## src/rtl/phase_seq_pkg.sv

```systemverilog
// Shared types, constants and the phase-walk helper for the phase sequencer.
package phase_seq_pkg;

  typedef enum logic [2:0] {
    ST_IDLE    = 3'd0,
    ST_ARM     = 3'd1,
    ST_RUN     = 3'd2,
    ST_ADVANCE = 3'd3,
    ST_DONE    = 3'd4,
    ST_FAULT   = 3'd5
  } seq_state_e;

  localparam logic [1:0] PH0 = 2'd0;
  localparam logic [1:0] PH1 = 2'd1;
  localparam logic [1:0] PH2 = 2'd2;
  localparam logic [1:0] PH3 = 2'd3;

  localparam int unsigned WDOG_MAX_DEFAULT = 1024;
  localparam int unsigned WDOG_W           = 16;

  typedef struct packed {
    logic       wrap;
    logic [1:0] idx;
  } next_phase_t;

  // Lowest set mask bit above cur; if none, wrap to the lowest set bit.
  // Calling with cur = PH3 therefore yields the first phase of a pass.
  function automatic next_phase_t next_phase(input logic [3:0] mask,
                                             input logic [1:0] cur);
    next_phase_t res;
    res.wrap = 1'b1;
    res.idx  = PH0;
    for (int i = 3; i >= 0; i--) begin
      if (mask[i]) begin
        res.idx = 2'(i);
      end
    end
    for (int i = 3; i >= 0; i--) begin
      if (mask[i] && (i > int'(cur))) begin
        res.idx  = 2'(i);
        res.wrap = 1'b0;
      end
    end
    return res;
  endfunction

endpackage

```

## src/rtl/phase_watchdog.sv

```systemverilog
// Per-phase watchdog: counts enabled cycles and flags the cycle in which the
// running total reaches WDOG_MAX.
module phase_watchdog
  import phase_seq_pkg::*;
#(
  parameter int unsigned WDOG_MAX = WDOG_MAX_DEFAULT
) (
  input  logic clk_i,
  input  logic rst_i,
  input  logic clear_i,
  input  logic en_i,
  output logic expired_o
);

  localparam logic [WDOG_W-1:0] LIMIT   = WDOG_W'(WDOG_MAX);
  localparam logic [WDOG_W-1:0] CNT_TOP = {WDOG_W{1'b1}};

  logic [WDOG_W-1:0] cnt_q;
  logic [WDOG_W-1:0] cnt_d;

  // Count saturates so a stuck enable can never wrap back below the limit.
  always_comb begin
    cnt_d = cnt_q;
    if (clear_i) begin
      cnt_d = {WDOG_W{1'b0}};
    end else if (en_i && (cnt_q != CNT_TOP)) begin
      cnt_d = cnt_q + {{(WDOG_W-1){1'b0}}, 1'b1};
    end else begin
      cnt_d = cnt_q;
    end
  end

  always_ff @(posedge clk_i) begin
    if (rst_i) begin
      cnt_q <= {WDOG_W{1'b0}};
    end else begin
      cnt_q <= cnt_d;
    end
  end

  // The enabled cycle that brings the total to LIMIT is the expiring one.
  assign expired_o = en_i && (cnt_q >= (LIMIT - {{(WDOG_W-1){1'b0}}, 1'b1}));

endmodule

```

## src/rtl/phase_sequencer.sv

```systemverilog
// Sequences the multi-phase timer through its masked phases, with repeat,
// pause, abort and a per-phase watchdog. All outputs are registered.
module phase_sequencer
  import phase_seq_pkg::*;
#(
  parameter int unsigned WDOG_MAX = WDOG_MAX_DEFAULT
) (
  input  logic       clk_i,
  input  logic       rst_i,
  input  logic       run_req_i,
  input  logic       abort_i,
  input  logic       pause_i,
  input  logic [3:0] phase_mask_i,
  input  logic [7:0] repeat_cnt_i,
  input  logic       timer_done_i,
  output logic [1:0] timer_phase_sel_o,
  output logic       timer_start_o,
  output logic       timer_enable_o,
  output logic [1:0] cur_phase_o,
  output logic [7:0] passes_done_o,
  output logic       busy_o,
  output logic       seq_done_o,
  output logic       fault_o,
  output logic       cfg_err_o
);

  seq_state_e  state_q;
  logic [3:0]  mask_q;
  logic [7:0]  rep_q;
  logic [1:0]  phase_q;
  logic [7:0]  passes_q;
  logic        start_q;
  logic        enable_q;
  logic        busy_q;
  logic        seq_done_q;
  logic        fault_q;
  logic        cfg_err_q;

  next_phase_t adv_d;
  logic [7:0]  passes_inc_d;
  logic        finish_d;
  logic        wd_clear;
  logic        wd_expired;

  // Decision taken in ADVANCE: where to go next and whether the run is over.
  always_comb begin
    adv_d        = next_phase(mask_q, phase_q);
    passes_inc_d = passes_q + 8'd1;
    if (adv_d.wrap && (rep_q != 8'd0) && (passes_inc_d == rep_q)) begin
      finish_d = 1'b1;
    end else begin
      finish_d = 1'b0;
    end
  end

  assign wd_clear = (state_q != ST_RUN);

  phase_watchdog #(
    .WDOG_MAX (WDOG_MAX)
  ) u_wdog (
    .clk_i     (clk_i),
    .rst_i     (rst_i),
    .clear_i   (wd_clear),
    .en_i      (enable_q),
    .expired_o (wd_expired)
  );

  // Main FSM; every output register is loaded alongside its state transition.
  always_ff @(posedge clk_i) begin
    if (rst_i) begin
      state_q    <= ST_IDLE;
      mask_q     <= 4'd0;
      rep_q      <= 8'd0;
      phase_q    <= PH0;
      passes_q   <= 8'd0;
      start_q    <= 1'b0;
      enable_q   <= 1'b0;
      busy_q     <= 1'b0;
      seq_done_q <= 1'b0;
      fault_q    <= 1'b0;
      cfg_err_q  <= 1'b0;
    end else begin
      start_q    <= 1'b0;
      enable_q   <= 1'b0;
      seq_done_q <= 1'b0;
      cfg_err_q  <= 1'b0;
      if (abort_i && (state_q != ST_FAULT)) begin
        state_q <= ST_IDLE;
        busy_q  <= 1'b0;
      end else begin
        case (state_q)
          ST_IDLE, ST_FAULT: begin
            if (run_req_i) begin
              fault_q <= 1'b0;
              if (phase_mask_i != 4'd0) begin
                mask_q   <= phase_mask_i;
                rep_q    <= repeat_cnt_i;
                passes_q <= 8'd0;
                phase_q  <= next_phase(phase_mask_i, PH3).idx;
                state_q  <= ST_ARM;
                start_q  <= 1'b1;
                busy_q   <= 1'b1;
              end else begin
                cfg_err_q <= 1'b1;
                state_q   <= ST_IDLE;
                busy_q    <= 1'b0;
              end
            end else begin
              state_q <= state_q;
              busy_q  <= 1'b0;
            end
          end
          ST_ARM: begin
            state_q  <= ST_RUN;
            enable_q <= !pause_i;
          end
          ST_RUN: begin
            // A done in the same cycle as expiry still completes the phase.
            if (timer_done_i) begin
              state_q <= ST_ADVANCE;
            end else if (wd_expired) begin
              state_q <= ST_FAULT;
              fault_q <= 1'b1;
              busy_q  <= 1'b0;
            end else begin
              enable_q <= !pause_i;
            end
          end
          ST_ADVANCE: begin
            if (adv_d.wrap) begin
              passes_q <= passes_inc_d;
            end else begin
              passes_q <= passes_q;
            end
            if (finish_d) begin
              state_q    <= ST_DONE;
              seq_done_q <= 1'b1;
            end else begin
              phase_q <= adv_d.idx;
              state_q <= ST_ARM;
              start_q <= 1'b1;
            end
          end
          ST_DONE: begin
            state_q <= ST_IDLE;
            busy_q  <= 1'b0;
          end
          default: begin
            state_q <= ST_IDLE;
            busy_q  <= 1'b0;
          end
        endcase
      end
    end
  end

  assign timer_phase_sel_o = phase_q;
  assign cur_phase_o       = phase_q;
  assign timer_start_o     = start_q;
  assign timer_enable_o    = enable_q;
  assign passes_done_o     = passes_q;
  assign busy_o            = busy_q;
  assign seq_done_o        = seq_done_q;
  assign fault_o           = fault_q;
  assign cfg_err_o         = cfg_err_q;

endmodule

```

## config.mk

```make
export PLATFORM = sky130hd
export DESIGN_NAME = phase_sequencer
export DESIGN_NICKNAME = d
export VERILOG_FILES = /design/src/rtl/phase_seq_pkg.sv /design/src/rtl/phase_watchdog.sv /design/src/rtl/phase_sequencer.sv
export SDC_FILE = /design/constraint.sdc
export NUM_CORES = 1
export LEC_CHECK = 0
export ABC_AREA = 1
export ABC_CLOCK_PERIOD_IN_PS = 2190
export CAP_MARGIN = 10
export CORE_MARGIN = 1.5
export CORE_UTILIZATION = 55
export CTS_BUF_LIST = sky130_fd_sc_hd__clkbuf_8
export DETAILED_ROUTE_END_ITERATION = 7
export DONT_BUFFER_PORTS = 1
export GPL_TIMING_DRIVEN = 0
export PLACE_DENSITY = 0.7
export SETUP_SLACK_MARGIN = 0.2
export SYNTH_ARGS = -nofsm -noshare
export SYNTH_HDL_FRONTEND = slang
export SYNTH_SLANG_ARGS = --single-unit
```

## constraint.sdc

```tcl
create_clock -name clk_i -period 2.19 [get_ports clk_i]
set_input_delay 0.5475 -clock clk_i [delete_from_list [all_inputs] [get_ports clk_i]]
set_output_delay 0.5475 -clock clk_i [all_outputs]
set_load 0.005 [all_outputs]
```

==> impl_results.md <==
- Unrepaired setup endpoints after global routing: true
- Area of the multi-input gates: between 1500 and 2000 sq um
- #FFs+latches synth: 47
- Sequential Area: between 900 and 1000 sq um
- Routed Antenna Nets: 0
- Worst Setup Start Kind: register
- Status: complete, no violations
- Synth top area share: 0.344
- Internal Power: between 1 and 1.5 mW
- Clock buffer depth: 2
- Placed Area: roughly 2800 sq um
- DR vias/cell: 5.47
- Antenna cells: 0
- Synthesized netlist net count: between 400 and 500
- Clock root buffer: clkbuf_8
- Worst r2r src: u_wdog.cnt_q[0]$_SDFFE_PP0P_
- Slowest stage cell, crit path: dfxtp_4
- Worst path most repeated cell: nor2_4
- IO Pins: 36
- Worst rel slew slack: 0.685
- Util after Layout: 0.639
- Post-Syn Area: about 2700 sq um
- Routability cong.: about 0.83
- Syn_area_per_cell: ~6.5 sq um
- Largest area contributor in the netlist: dfxtp_1
- Total Wirelength: 6.61 mm
- Largest net degree at the start of global routing: 14
- Worst clock skew: about 0.0055 ns
- Layout filler cell count: between 400 and 500
- Post-route worst setup slack: 0.305 ns
- Buf/Inv on CP: 2
- DP Worst Slack: just over 0.2 ns
- Min cycle time layout: 1.89 ns
- Clock network power share: 0.295
- Max Fclk: 530 MHz
- Main synth FF type: dfxtp_1
- Num CTS Buffers: 5
- Flop2flop setup slack: 0.30 ns
- Syn Inst Count: roughly 420
- CTS tree: built
- Final Instance Area: 3040 sq um
- Hold_sp: rst_i
- GRT overflow: 0
- DRC: 0
- EDFF count, synth: 0
- Critical Path Fanout Max: 10
- Nets: roughly 460
- Max-cap viol count: 0
- Gate power share: 0.156
- Most frequent cell after synthesis: nand2_1
- Fin. max-slew vios: 0
- Setup TNS: 0 ns
- Leakage power: 1.16 nW
- Vias in the first global route: 2,393
- Synth async-reset ratio: 0
- YS warnings: 0
- Clock sinks: 47
- Worst Hold Class: in2reg
- Chip height: around 74 um
- Cell Rows: 25
- Die width: ~74 um
- Starting Density: 0.576
- Critical Path Sink Type: register
- Number of port buffers: 0
- Worst Tran Pin Value: 0.472 ns
- Pwr Total: 1.70 mW
- Final period util: 0.861
- Synth cell count leaders: 92 x nand2_1, 47 x a21oi_1, 47 x dfxtp_1, 46 x inv_1, 44 x nor2_1
- Tot GR Track Use: 0.252
- CTS Hold Bufs: 0
- Unique masters post-synth: 35
- # setup viols final: 0
- Via count: ~2,800
- CP required: roughly 2.4 ns
- Power Density: about 560 nW/um^2
- Initial DRC Count: about 160
- Share of layout cells above drive strength 1: 0.144
- CP Data Arrival Time: 2.06 ns
- Drt first pass iters: 5
- CP Class: reg2reg
- Final Hold Vio Count: 0
- Die ar.: between 5000 and 6000 sq um
- P_sw: between 0.4 and 0.5 mW
- Seq pwr share: 0.549
- Sw Ratio: 0.290
- Core Box Area: about 4800 sq um
- Top post-synthesis cells by area: dfxtp_1 34%, nand2_1 13%, a21oi_1 8.6%
- Worst skew pair latency: 0.30 ns
- CP top delay family: simple AND/OR/NAND/NOR gates
- CP peak stage delay: ~0.38 ns
- Initial antenna violation count: 0
- VDD IR max: between 0.3 and 0.4 mV
- Synth-to-Final Area Change: 11.1%
- First-pass GRT wire length: ~10 mm
- Critical Path Start: u_wdog.cnt_q[0]$_SDFFE_PP0P_
- H-Tree Depth: 2
- Clock Pin Slew Worst Setup and Hold Paths: about 0.080 ns
- Detailed Place HPWL: around 4.8 mm
- Worst path cell trace: ha_4 -> nand2_1 -> nor2_2 -> nand2_2 -> nor2_4 -> nand3_4 -> nor2_4 -> nand3_2 -> nand2_4 -> inv_4 -> buf_6 -> nand3_1 -> a21oi_1
- WL/cell: ~13 um
- Sequential fraction of the synthesis area: 0.344
[layout make-up]
class,count,area share
well taps,67,0.0276
plain buffers,11,0.0263
multi-input cells,312,0.518
flip-flops and latches,47,0.314
repair buffers,9,0.0263
clock inverters,3,0.00412
inverters,49,0.0613
clock buffers,5,0.0226
[layout by cell type (no fill, tap or decap), types with 5 or more instances in the layout]
cell type  synthesis  layout
nand2_1           92      92
inv_1             46      48
a21oi_1           47      46
nor2_1            44      42
nand3_1           41      41
dfxtp_1           47      41
o21ai_0           27      26
nor3_1            12      12
buf_4              2      10
nor2_2             7       8
xor2_1             5       5
clkbuf_8           0       5
[state kept, by name (all words and copies together) (netlist names)]
name,cells
busy_o,1
cfg_err_o,1
cur_phase_o,2
fault_o,1
mask_q,4
passes_done_o,8
rep_q,8
seq_done_o,1
state_q,3
timer_enable_o,1
timer_start_o,1
u_wdog.cnt_q,16
[worst paths after layout]
check / endpoint / depth (start not counted)
worst min register to register: busy_o$_SDFFE_PP0P_ / 2
worst min-delay path: passes_done_o[1]$_SDFFE_PP0P_ / 1
worst max register to register: u_wdog.cnt_q[12]$_SDFFE_PP0P_ / 13
worst max-delay path: u_wdog.cnt_q[12]$_SDFFE_PP0P_ / 13
[power groups by stage]
stage	registers (mW)	clock network, mW	logic, mW
floorplan	0.941	0	0.205
global placement	0.951	0	0.248
detailed placement	0.952	0	0.252
CTS	0.931	0.516	0.253
global route	0.937	0.546	0.306
finish	0.931	0.501	0.265
[logic make-up (layout without fill, tap and decap cells)]
logic type,count (synthesis),in the layout,synth area share
AND/OR/NAND/NOR,221,221,0.375
flip-flops,47,47,0.344
XOR/XNOR,7,7,0.0224
buffers and inverters,60,77,0.0941
adder cells (fa/ha/maj),2,2,0.00914
AO/OA/AOI/OAI,82,82,0.156
[through the flow]
step                hold slack (ns)  cells
floorplan                     0.446    419
global placement              0.467    486
detailed placement            0.474    486
CTS                           0.289    494
global route                  0.278    503
finish                        0.293    503
[per-layer routing]
layer,track usage,vias to the layer above,share of wire
li1,-,1401,-
met1,0.319,1251,0.43
met2,0.411,86,0.50
met3,0.0549,13,0.055
met4,0.109,0,0.020
met5,0,-,0
[timing repair]
action | 4_1_cts | 5_1_grt
hold endpoints to repair | 0 | 0
buffers inserted | 0 | 9
endpoints found under the setup margin | 8 | 38
resized for setup | 1 | 23
pin swaps | 0 | 5
cloned | 0 | 0
(Power assumes the default switching activity.)
